===== config.mk =====
export PLATFORM = sky130hd
export DESIGN_NAME = scm_lut_loader
export DESIGN_NICKNAME = d
export VERILOG_FILES = /design/src/rtl/scm_lut_loader.sv
export SDC_FILE = /design/constraint.sdc
export NUM_CORES = 1
export LEC_CHECK = 0
export ABC_AREA = 1
export BUFFER_PORTS_ARGS = -buffer_cell sky130_fd_sc_hd__buf_2
export CORE_ASPECT_RATIO = 1.75
export CORE_MARGIN = 2
export CORE_UTILIZATION = 55
export CTS_CLUSTER_DIAMETER = 120
export DETAILED_ROUTE_END_ITERATION = 16
export PLACE_DENSITY = 0.92
export RECOVER_POWER = 100
export SLEW_MARGIN = 20
export SYNTH_ARGS = -nofsm -noshare
export SYNTH_HDL_FRONTEND = slang
export SYNTH_SLANG_ARGS = --single-unit

===== constraint.sdc =====
create_clock -name clk_i -period 4.9 [get_ports clk_i]
set_input_delay 0 -clock clk_i [delete_from_list [all_inputs] [get_ports clk_i]]
set_output_delay 0 -clock clk_i [all_outputs]
set_load 0.02 [all_outputs]

===== src/rtl/scm_lut_loader.sv =====
`default_nettype none
// ============================================================================
// Module   : scm_lut_loader
// Purpose  : Write-side sequencer for the latch-based LUT memory (scm).
//            Accepts a load command (base address + word count) and a
//            valid/ready stream of LUT words. Drives the scm write port with
//            registered address/data/enable, one word per cycle. busy_o marks
//            the window in which the scm region must not be read.
// Ports    : clk_i, rst_i            - clock, synchronous active-high reset
//            cmd_valid_i/cmd_ready_o - command handshake
//            cmd_base_i, cmd_len_i   - first scm address, number of words
//            abort_i                 - terminate the load in progress
//            data_valid_i/data_ready_o, data_i - LUT word stream
//            scm_waddr_o, scm_wdata_o, scm_we_o - scm write port
//            busy_o, done_o, err_o   - load status
// Revision : 1.0 - initial release
// ============================================================================
module scm_lut_loader #(
  parameter int unsigned C              = 32,
  parameter int unsigned K              = 16,
  parameter int unsigned DataTypeWidth  = 16,
  parameter int unsigned TotalAddrWidth = $clog2(C*K),
  parameter int unsigned LenWidth       = TotalAddrWidth + 1
) (
  input  logic                      clk_i,
  input  logic                      rst_i,
  input  logic                      cmd_valid_i,
  output logic                      cmd_ready_o,
  input  logic [TotalAddrWidth-1:0] cmd_base_i,
  input  logic [LenWidth-1:0]       cmd_len_i,
  input  logic                      abort_i,
  input  logic                      data_valid_i,
  output logic                      data_ready_o,
  input  logic [DataTypeWidth-1:0]  data_i,
  output logic [TotalAddrWidth-1:0] scm_waddr_o,
  output logic [DataTypeWidth-1:0]  scm_wdata_o,
  output logic                      scm_we_o,
  output logic                      busy_o,
  output logic                      done_o,
  output logic                      err_o
);

  typedef enum logic [1:0] {
    IDLE   = 2'd0,
    LOAD   = 2'd1,
    DRAIN1 = 2'd2,
    DRAIN2 = 2'd3
  } state_e;

  // Range check is done one bit wider than the length field so that
  // base + len can never wrap back into the legal range.
  localparam int unsigned        c_PAD   = LenWidth + 1 - TotalAddrWidth;
  localparam logic [LenWidth:0]  c_DEPTH = (LenWidth+1)'(C*K);

  state_e                    r_state;
  state_e                    w_state_next;
  logic [TotalAddrWidth-1:0] r_addr;
  logic [LenWidth-1:0]       r_remaining;
  logic [TotalAddrWidth-1:0] r_waddr;
  logic [DataTypeWidth-1:0]  r_wdata;
  logic                      r_we;
  logic                      r_done;
  logic                      r_err;

  logic                      w_cmd_hs;
  logic                      w_reject;
  logic [LenWidth:0]         w_end;
  logic                      w_last;

  assign w_cmd_hs = cmd_valid_i && (r_state == IDLE);
  assign w_end    = {{c_PAD{1'b0}}, cmd_base_i} + {1'b0, cmd_len_i};
  assign w_reject = (cmd_len_i == '0) || (w_end > c_DEPTH);
  assign w_last   = (r_remaining == LenWidth'(1));

  // State register
  always_ff @(posedge clk_i) begin
    if (rst_i) begin
      r_state <= IDLE;
    end else begin
      r_state <= w_state_next;
    end
  end

  // Next-state and decoded status outputs
  always_comb begin
    w_state_next = r_state;
    cmd_ready_o  = 1'b0;
    data_ready_o = 1'b0;
    busy_o       = 1'b1;
    case (r_state)
      IDLE: begin
        cmd_ready_o = 1'b1;
        busy_o      = 1'b0;
        if (w_cmd_hs && !w_reject) begin
          w_state_next = LOAD;
        end
      end
      LOAD: begin
        data_ready_o = 1'b1;
        // Abort wins over a same-cycle handshake; drain still runs so the
        // writes already issued reach the latches.
        if (abort_i) begin
          w_state_next = DRAIN1;
        end else if (data_valid_i && w_last) begin
          w_state_next = DRAIN1;
        end
      end
      DRAIN1:  w_state_next = DRAIN2;
      DRAIN2:  w_state_next = IDLE;
      default: w_state_next = IDLE;
    endcase
  end

  // Address/length counters, registered write port and status flags
  always_ff @(posedge clk_i) begin
    if (rst_i) begin
      r_addr      <= '0;
      r_remaining <= '0;
      r_waddr     <= '0;
      r_wdata     <= '0;
      r_we        <= 1'b0;
      r_done      <= 1'b0;
      r_err       <= 1'b0;
    end else begin
      r_we   <= 1'b0;
      r_done <= 1'b0;
      case (r_state)
        IDLE: begin
          if (w_cmd_hs) begin
            r_err <= w_reject;
            if (w_reject) begin
              r_done <= 1'b1;
            end else begin
              r_addr      <= cmd_base_i;
              r_remaining <= cmd_len_i;
            end
          end
        end
        LOAD: begin
          if (abort_i) begin
            r_err <= 1'b1;
          end else if (data_valid_i) begin
            r_waddr     <= r_addr;
            r_wdata     <= data_i;
            r_we        <= 1'b1;
            r_addr      <= r_addr + 1'b1;
            r_remaining <= r_remaining - 1'b1;
          end
        end
        DRAIN2: begin
          r_done <= 1'b1;
        end
        default: ;
      endcase
    end
  end

  assign scm_waddr_o = r_waddr;
  assign scm_wdata_o = r_wdata;
  assign scm_we_o    = r_we;
  assign done_o      = r_done;
  assign err_o       = r_err;

endmodule
`default_nettype wire


-- Word level (Yosys, flattened, before mapping)
Index checks and enable logic that the tools add are counted.
- $add $sub $neg: 3
- order comparisons: 1
- eq/ne operators: 11
- mux-type cells: 24
- bitwise operators: 2
- reductions and logical operators: 13
- operator list (kind ; count):
    $mux 10 ; 4
    $mux 9 ; 4
    $pmux 10 s2 ; 1
    $pmux 9 s2 ; 1
    $add 9x10->11 ; 1
    $gt 11x10->1 const B ; 1
    $eq 10x1->1 const B ; 1
    $logic_not 10->1 ; 1
    $ne 2x2->1 const B ; 5
    $sub 10x1->10 const B ; 1
    $add 9x1->9 const B ; 1
    $mux 1 ; 8
    $pmux 2 s4 ; 1
    $mux 2 ; 3
    $reduce_and 3->1 ; 2
    $reduce_and 5->1 ; 1
    $eq 2x2->1 const B ; 2
    $pmux 1 s2 ; 2
    $logic_and 1x1->1 ; 3
    $ne 3x3->1 const B ; 1
    $reduce_or 3->1 ; 1
    $eq 2x1->1 const B ; 1
    $logic_not 2->1 ; 1
    $ne 2x1->1 const B ; 1
    5 further kinds ; 6
- bits in registers: 49
- input port bits: 40
- output and inout bits: 31
- word-level logic and storage cells: 62

-- Longest topological paths before layout
Gate-level depths: netlist of run 1.
- word-level depth: 7
- gate-level depth with buffers: 20
- gate-level depth less buffers: 19

-- Worst setup path before layout of run 1
No wires, ideal clock.
- path type: register to register
- start: register r_state[0]
- end: register r_remaining[3]
- setup time: 0.115 ns
- arrival: 1.892 ns
- required time: 4.785 ns
- path slack: 2.893 ns
- cell stages (with the launch flop): 12
- buffers on the path: 1
- clock period less this slack: 2.007 ns
- cell sequence: dfxtp_1 -> inv_1 -> ha_1 -> inv_2 -> nor2_1 -> a21oi_1 -> inv_2 -> a211oi_4 -> buf_2 -> nand3_1 -> nand2_1 -> nor2_1
- word-level cells in the longest chain between the ends: 4
- elaborated cells on any way between the ends: 10
- classes of those cells: 5 x eq/ne; 1 x mux; 4 x reduce/logical
- RTL lines (item ; RTL line ; RTL):
    start, declared ; 55 ; state_e r_state;
    start signal, assigned ; 80 ; r_state <= w_state_next;
    $logic_not 2->1 ; 70, 127 ;
    $logic_and 1x1->1 ; 70 ; assign w_cmd_hs = cmd_valid_i && (r_state == IDLE);
    $ne 2x2->1 (no line) ; -- ;
    $reduce_and 5->1 (no line) ; -- ;
    end signal, assigned ; 135 ; r_remaining <= cmd_len_i;
    end signal, assigned ; 147 ; r_remaining <= r_remaining - 1'b1;
    end, declared ; 58 ; logic [LenWidth-1:0] r_remaining;
Parallel ways exist; a longest one is shown, timed or not.
A chain may end at the register's enable or synchronous reset.

-- Worst setup path after layout of run 1
- start: register r_state[1]
- end: register r_waddr[0] (netlist: scm_waddr_o[0])
- word-level cells in the longest chain between the ends: 2
- RTL lines (item ; RTL line ; RTL):
    $eq 2x1->1 ; 127 ; case (r_state)
    $reduce_and 3->1 (no line) ; -- ;
    end signal, assigned ; 143 ; r_waddr <= r_addr;
    end, declared ; 59 ; logic [TotalAddrWidth-1:0] r_waddr;
No other way between the ends.

==> metrics, run 1 <==
reg-to-reg critical path startpoint r_state[1]; Antenna Nets Post-Route 0; CP Max Fanout 30; Fin. Hold Viols 0; most numerous cell on the critical path nand2_1; most common cell after layout, fill and taps aside nand2_1; vias per cell between 5 and 6; DR iter-0 viols about 190; Mapped Cells around 460; R2R setup slack roughly 1100 ps; Max Freq around 260 MHz; Req. time, crit path 5150 ps; area grow syn2layout 18.5%; Max Cap Violations 0; GPL Wtd Cong around 0.89; reg2reg path depth 9; RSZ-0062 raised after global routing no; worst relative slew slack between 20% and 30%; Worst Setup Slack, final between 1000 and 1500 ps; Worst Hold Launch cmd_base_i[6]; YS warnings 0; Critical Path End Type register; minimum clock period after layout approximately 3800 ps; hold depth 5; crit path launch type register; Leakage between 1.5 and 2 nW; Num CTS Buffers 5; worst slew pin tran between 1000 and 1500 ps; delay of the slowest critical-path stage 810 ps; sequential fraction of the synthesis area between 30% and 40%; fin crit share about 77%; Core Rows 35; Routed WL approximately 8000 um; FF+latch area slightly below 0.001 sq mm; Vias about 3.3k; hold crit path type input port to register; grt ovf 0; Die Y between 100 and 150 um; All-Layer GR Usage 27.5%; root buf cell clkbuf_8; Sink Count a little under 50; DRC errors left 0; # setup viols final 0; Multi-input gate area approximately 0.0018 sq mm; vias in the first global route 3160; CTS tree yes; 1st-pass router iterations 4; Routed WL per cell approximately 13 um; share of layout cells above drive strength 1 between 10 and 15%; syn_nets 521; # IOs between 70 and 80; crit path cell chain inv_1 > ha_1 > inv_1 > nor2_2 > clkbuf_1 > nand2_1 > nor2_1 > nand2_1 > nand2_1; Clk pin slew, worst setup/hold paths about 90 ps; most frequent cells in the layout 114 x nand2_1, 56 x nor2_1, 53 x nand3_1; status complete, no violations; nets slightly below 600; Worst-Skew Late Latency between 300 and 400 ps; Cell Area, Synth ~0.003 sq mm; clk_skew 6.32 ps; initial antenna violation count 0; Post-DP HPWL about 6000 um; Port-buffer cells 70; Die Footprint just over 0.006 sq mm; distinct cell type count after synthesis 35; initial core utilization between 50% and 60%; Yosys reg bits just under 50; maximum vdd ir drop 0.267 mV; Post-CTS Setup Bufs 0; Hold Path End r_addr[6]; Filler cells around 480; worst hold margin approximately 77 ps; Max Buffers Root-to-Sink 2; arrival time worst endpoint 4050 ps; largest net degree at the start of global routing 31; crit path kind register to register; post-cts repair resize count 0; core region area approximately 0.0053 sq mm; dpl ws between 1500 and 2000 ps; Power Density 453 mW/mm^2; Slew Limit Fails 0; Slowest cell on crit path clkbuf_1; Die W about 60 um; Setup TNS 0 ps; Antenna Cells 0; first-pass GRT wire length 13000 um; Hold Buf Count CTS 17; r2r endpoint scm_waddr_o[0]; Avg Inst Size Synth 6.55 sq um; CTS H-tree depth 2
-- Yosys cell counts --
cell      count  area [sq um]
buf_6         2          22.5
ha_1         16           200
inv_1        46           173
xor2_1        6          52.6
a21oi_2       2          17.5
nand3_1      53           265
nand3_2       2          20.0
clkbuf_1     11          41.3
nor2_2        2          12.5
nor4_1        1          6.26
a21oi_1      45           225
nand2_2       3          18.8
dfxtp_1      49           981
buf_2         8          40.0
nand3b_1      4          30.0
clkinv_1      1          3.75
a31oi_1       1          6.26
a211oi_4      1          20.0
o211ai_1      1          7.51
o21ai_0      17          85.1
or2_2         2          12.5
nand2_1     113           424
inv_2         2          7.51
mux2i_1       1          10.0
fa_1          1          20.0
o21bai_1      1          7.51
a211oi_1      1          7.51
xnor2_1       1          8.76
nand4_1       6          37.5
a21boi_0      2          15.0
o31ai_1       1          7.51
a31o_2        2          17.5
nor3_1        3          15.0
nor2_1       56           210
or2_4         1          8.76
-- worst max path at each step --
stage,startpoint,cells past startpoint,end
finish,r_state[1],9,scm_waddr_o[0]
global route,r_state[1],9,scm_waddr_o[0]
CTS,r_state[1],9,r_addr[1]
detailed placement,r_state[1],10,r_remaining[5]
global placement,r_state[1],9,r_addr[1]
floorplan,r_state[0],11,r_remaining[3]
-- worst max-delay path, delay by kind of cell, from the launching register on --
family,cells,cell delay [ps]
fa+ha+maj,1,490
simple gates,5,1440
flops,1,340
buf+inv,3,1440
-- cells by family (layout without fill, tap and decap cells) --
kind of cell	after synthesis	after routing	share of synthesized area, %
AND/OR/NAND/NOR	246	246	34.9
AO/OA/AOI/OAI	74	74	13.7
buffers and inverters	70	145	9.47
flip-flops	49	49	32.3
adder cells (fa/ha/maj)	17	17	7.25
XOR/XNOR	7	7	2.02
multiplexers	1	1	0.330
-- per-layer routing --
metal | wire length (um) | vias to the layer above | track usage [%]
li1 | - | 1651 | -
met1 | 3010 | 1487 | 26.6
met2 | 4280 | 141 | 50.1
met3 | 420 | 39 | 3.80
met4 | 449 | 0 | 20.3
met5 | 0 | - | 0
-- sequential cells by signal, indices dropped and copies added, names as in the netlist --
name	cells
err_o	1
scm_waddr_o	9
scm_we_o	1
scm_wdata_o	16
r_addr	9
r_state	2
done_o	1
r_remaining	10
-- per-stage QoR --
stage                     power (mW)  cell area (sq um)  std cells  utilization, %
after global placement          1.34               3380        588            63.9
after CTS                       1.63               3640        613            68.8
final                           1.63               3600        613            67.9
after floorplan                 1.21               3040        464               -
after global routing            1.76               3600        613            67.9
after detailed placement        1.38               3380        588            63.9
-- cell type report --
type	count	share of cell area, %
Tap cell	74	2.57
Multi-Input combinational cell	345	49.1
Clock inverter	3	0.591
Clock buffer	5	1.91
Inverter	49	5.11
Timing Repair Buffer	88	13.5
Sequential cell	49	27.3
-- power by group --
group	total [mW]	leakage, nW	switching [mW]	internal (mW)
Sequential	0.581	0.400	0.0915	0.489
Combinational	0.807	1.21	0.529	0.277
Clock	0.243	0.0445	0.141	0.101
(Power assumes the default switching activity.)
==> run 2: changes to the inputs <==
--- a/config.mk
+++ b/config.mk
@@ -9,10 +9,10 @@
 export BUFFER_PORTS_ARGS = -buffer_cell sky130_fd_sc_hd__buf_2
 export CORE_ASPECT_RATIO = 1.75
 export CORE_MARGIN = 2
-export CORE_UTILIZATION = 55
+export CORE_UTILIZATION = 49
 export CTS_CLUSTER_DIAMETER = 120
 export DETAILED_ROUTE_END_ITERATION = 16
-export PLACE_DENSITY = 0.92
+export PLACE_DENSITY = 0.88
 export RECOVER_POWER = 100
 export SLEW_MARGIN = 20
 export SYNTH_ARGS = -nofsm -noshare
==> constraint.sdc (replaced) <==
create_clock -name clk_i -period 3 [get_ports clk_i]
set_input_delay 0 -clock clk_i [delete_from_list [all_inputs] [get_ports clk_i]]
set_output_delay 0 -clock clk_i [all_outputs]
set_load 0.02 [all_outputs]
==> metrics, run 2 (synthesis results as in run 1) <==
post-cts repair resize count 0; # setup viols final 0; Max Freq about 390 MHz; Core Rows 38; worst slew pin tran between 1000 and 1500 ps; Setup TNS 0 ps; most common cell after layout, fill and taps aside nand2_1; most frequent cells in the layout 114 x nand2_1, 57 x nor2_1, 53 x nand3_1; Max Cap Violations 0; CP Max Fanout 29; Post-DP HPWL 6120 um; vias per cell around 5.3; Power Density 741 mW/mm^2; crit path kind register to register; hold crit path type input port to register; Die Footprint 0.00687 sq mm; Routed WL per cell roughly 14 um; Vias between 3k and 4k; nets around 600; 1st-pass router iterations 4; Worst-Skew Late Latency roughly 310 ps; core region area roughly 0.0061 sq mm; placed cell count roughly 600; Die Y about 110 um; Routed WL approximately 8500 um; minimum clock period after layout about 2600 ps; Max Buffers Root-to-Sink 2; worst relative slew slack 27.6%; share of layout cells above drive strength 1 between 10% and 20%; Slew Limit Fails 0; FF+latch area approximately 980 sq um; # IOs 71; area grow syn2layout 19.0%; vias in the first global route 3198; GPL Wtd Cong 0.944; initial antenna violation count 0; CTS H-tree depth 2; non-filler cells in the finished layout approximately 620; largest net degree at the start of global routing 30; DRC errors left 0; DR iter-0 viols between 200 and 250; Multi-input gate area about 0.0018 sq mm; Filler cells 611; Critical Path End Type register; RSZ-0062 raised after global routing no; R2R setup slack 420 ps; CTS tree yes; Req. time, crit path about 3200 ps; Leakage around 1.7 nW; Antenna Nets Post-Route 0; Sink Count ~50; crit path launch type register; arrival time worst endpoint 2790 ps; first-pass GRT wire length 13800 um; Die W 63.5 um; status complete, no violations; All-Layer GR Usage between 20 and 30%; Num CTS Buffers 5; initial core utilization 49.9%; Clk pin slew, worst setup/hold paths approximately 80 ps; clk_skew a little under 4 ps; Antenna Cells 0; number of flip-flops in the largest register 16; root buf cell clkbuf_8; fin crit share approximately 86%; grt ovf 0; total power 2.68 mW; Fin. Hold Viols 0; Port-buffer cells 70; maximum vdd ir drop approximately 0.32 mV
## run 2: timing repair
| item | 4_1_cts | 5_1_grt |
|---|---|---|
| hold buffers | 16 | 0 |
| hold endpoints to repair | 16 | 0 |
| buffers inserted | 0 | 0 |
## run 2: per-stage QoR
step,instance area (sq um),worst slack [ps],hold WS (ps),utilization [%]
finish,3610,421,19.9,59.4
global route,3610,223,46.1,59.4
CTS,3660,625,20.3,60.2
detailed placement,3420,545,283,56.2
global placement,3420,659,277,56.2
floorplan,3040,993,158,-
## run 2: report_power, final
| part | total [mW] | switching, mW | internal, mW |
|---|---|---|---|
| sequential | 0.946 | 0.147 | 0.799 |
| clock | 0.375 | 0.213 | 0.162 |
| combinational | 1.36 | 0.884 | 0.474 |
## run 2: layout make-up
cell class | count | share of cell area (%)
sequential | 49 | 27.1
clock inverter | 2 | 0.277
clock buffer | 6 | 2.01
tap | 80 | 2.77
timing repair buffer | 91 | 13.9
inverter | 49 | 5.09
multi-input combinational | 345 | 48.8
## run 2: path summary, 6_finish.rpt
path | startpoint | endpoint | depth (start not counted)
min reg2reg | scm_wdata_o[0] | scm_wdata_o[0] | 2
min | cmd_valid_i | done_o | 3
max reg2reg | r_state[1] | r_remaining[8] | 11
max | r_state[1] | r_remaining[8] | 11
## run 2: routing by layer
metal / wire length [um] / global-route usage, % / vias to the layer above
met1: 3100 / 25.1 / 1499
met3: 386 / 2.60 / 33
met4: 431 / 15.5 / 0
met5: 0 / 0 / -
li1: - / - / 1653
met2: 4610 / 49.8 / 126
## run 2: worst max-delay path, cell delays in order, from the launching register on
cell and delay (ps):
dfxtp_1 380, inv_1 90, ha_1 170, buf_4 190, inv_1 80, buf_4 290, nor2_1 120, a211oi_4 240
clkbuf_1 610, nand3b_1 150, nand2_1 100, nor2_1 60
==> run 3: changes to the inputs <==
--- a/config.mk
+++ b/config.mk
@@ -12,7 +12,7 @@
 export CORE_UTILIZATION = 49
 export CTS_CLUSTER_DIAMETER = 120
 export DETAILED_ROUTE_END_ITERATION = 16
-export PLACE_DENSITY = 0.88
+export PLACE_DENSITY = 0.87
 export RECOVER_POWER = 100
 export SLEW_MARGIN = 20
 export SYNTH_ARGS = -nofsm -noshare
==> metrics, run 3 (synthesis results as in run 1) <==
Leakage 1.69 nW; Hold Buf Count CTS 16; worst slew pin tran between 1000 and 1500 ps; initial core utilization between 40% and 50%; share of layout cells above drive strength 1 a little under an eighth; Final Cell Area 0.00363 sq mm; # setup viols final 0; total power 2.75 mW; first-pass GRT wire length ~14000 um; Max Buffers Root-to-Sink 2; status complete, no violations; Routed WL roughly 8500 um; Req. time, crit path 3190 ps; Power Density 757 mW/mm^2; Slowest cell on crit path clkbuf_1; hold depth 3; Vias ~3.3k; delay of the slowest critical-path stage a little over 600 ps; Post-DP HPWL 6200 um; reg2reg path depth 11; Clk pin slew, worst setup/hold paths about 90 ps; Area after DPL between 0.003 and 0.004 sq mm; RSZ-0062 raised after global routing no; Max Freq between 300 and 400 MHz; hold crit path type input port to register; dpl ws around 560 ps; 1st-pass router iterations 4; DRC errors left 0; crit path launch type register; vias per cell 5.35; clk_skew about 11 ps; non-filler cells in the finished layout 621; DR iter-0 viols 231; root buf cell clkbuf_8; Port-buffer cells 70; crit path kind register to register; arrival time worst endpoint 2780 ps; area grow syn2layout 19.6%; Post-CTS Setup Bufs 0; Critical Path End Type register; Die Footprint just under 0.007 sq mm; core region area between 0.006 and 0.007 sq mm; Sink Count 49; Setup TNS 0 ps; placed cell count 598; largest net degree at the start of global routing 30; Num CTS Buffers 5; Fin. Hold Viols 0; Antenna Cells 0; Antenna Nets Post-Route 0; CTS tree yes; Core Rows 38; Die W around 64 um; minimum clock period after layout between 2000 and 3000 ps; worst relative slew slack 29.8%; Worst Setup Slack, final between 400 and 500 ps; All-Layer GR Usage approximately 25%; Routed WL per cell 13.7 um; CTS H-tree depth 2; Die Y 108 um; post-cts repair resize count 0; vias in the first global route about 3.2k; nets 598; number of flip-flops in the largest register 16; WP buf/inv 5; # IOs 71; Worst-Skew Late Latency 300 ps; most common cell after layout, fill and taps aside nand2_1; CP Max Fanout 29; crit path cell chain inv_1 > ha_1 > buf_4 > inv_1 > buf_4 > nor2_1 > a211oi_4 > clkbuf_1 > nand3_1 > nand2_1 > nor2_1; Levels on crit path 11; Crit path max-delay family buffers and inverters; fin crit share a little under nine tenths; grt ovf 0; Slew Limit Fails 0; Max Cap Violations 0; most frequent cells in the layout 115 x nand2_1, 57 x nor2_1, 53 x nand3_1; initial antenna violation count 0; GPL Wtd Cong 1.00; maximum vdd ir drop ~0.32 mV
==> run 3: changes by cell type in the layout (fill, tap and decap cells not counted) <==
cell and change:
nand2_2 -1, bufinv_16 +1, clkbuf_1 -1, clkinv_2 -1, nand2_1 +1
==> run 3: area by class of cell <==
| cell class | count | area [sq um] |
|---|---|---|
| clock buffer | 5 | 68.8 |
| clock inverter | 2 | 35.0 |
| fill | 589 | 2450 |
| inverter | 49 | 184 |
| multi-input combinational | 345 | 1760 |
| sequential | 49 | 981 |
| tap | 80 | 100 |
| timing repair buffer | 91 | 503 |
==> run 3: worst paths after layout <==
path	end	start	slack [ps]
max	r_addr[8]	r_state[1]	410
min	done_o	cmd_valid_i	30
max reg2reg	r_addr[8]	r_state[1]	410
min reg2reg	scm_wdata_o[2]	scm_wdata_o[2]	470
==> run 3: tightest hold or removal path: cells and delay by family <==
family | cells | cell delay [ps]
buffers and inverters | 1 | 100
AOI/OAI and AO/OA | 1 | 90
and+or+nand+nor | 1 | 90
==> run 3: through the flow <==
step / utilization [%] / hold WS (ps)
after floorplan: - / 158
after global placement: 56.2 / 275
after detailed placement: 56.2 / 279
after CTS: 60.6 / 31.1
after global routing: 59.7 / 44.1
final: 59.7 / 28.9
==> run 3: metal layers <==
layer / vias to the layer above / wire [um] / track usage, %
li1: 1656 / - / -
met1: 1503 / 3080 / 25.2
met2: 136 / 4610 / 49.2
met3: 26 / 448 / 2.71
met4: 0 / 383 / 13.7
met5: - / 0 / 0
==> run 3: power by group <==
part / switching [mW] / internal, mW
Sequential: 0.145 / 0.799
Combinational: 0.886 / 0.475
Clock: 0.204 / 0.242
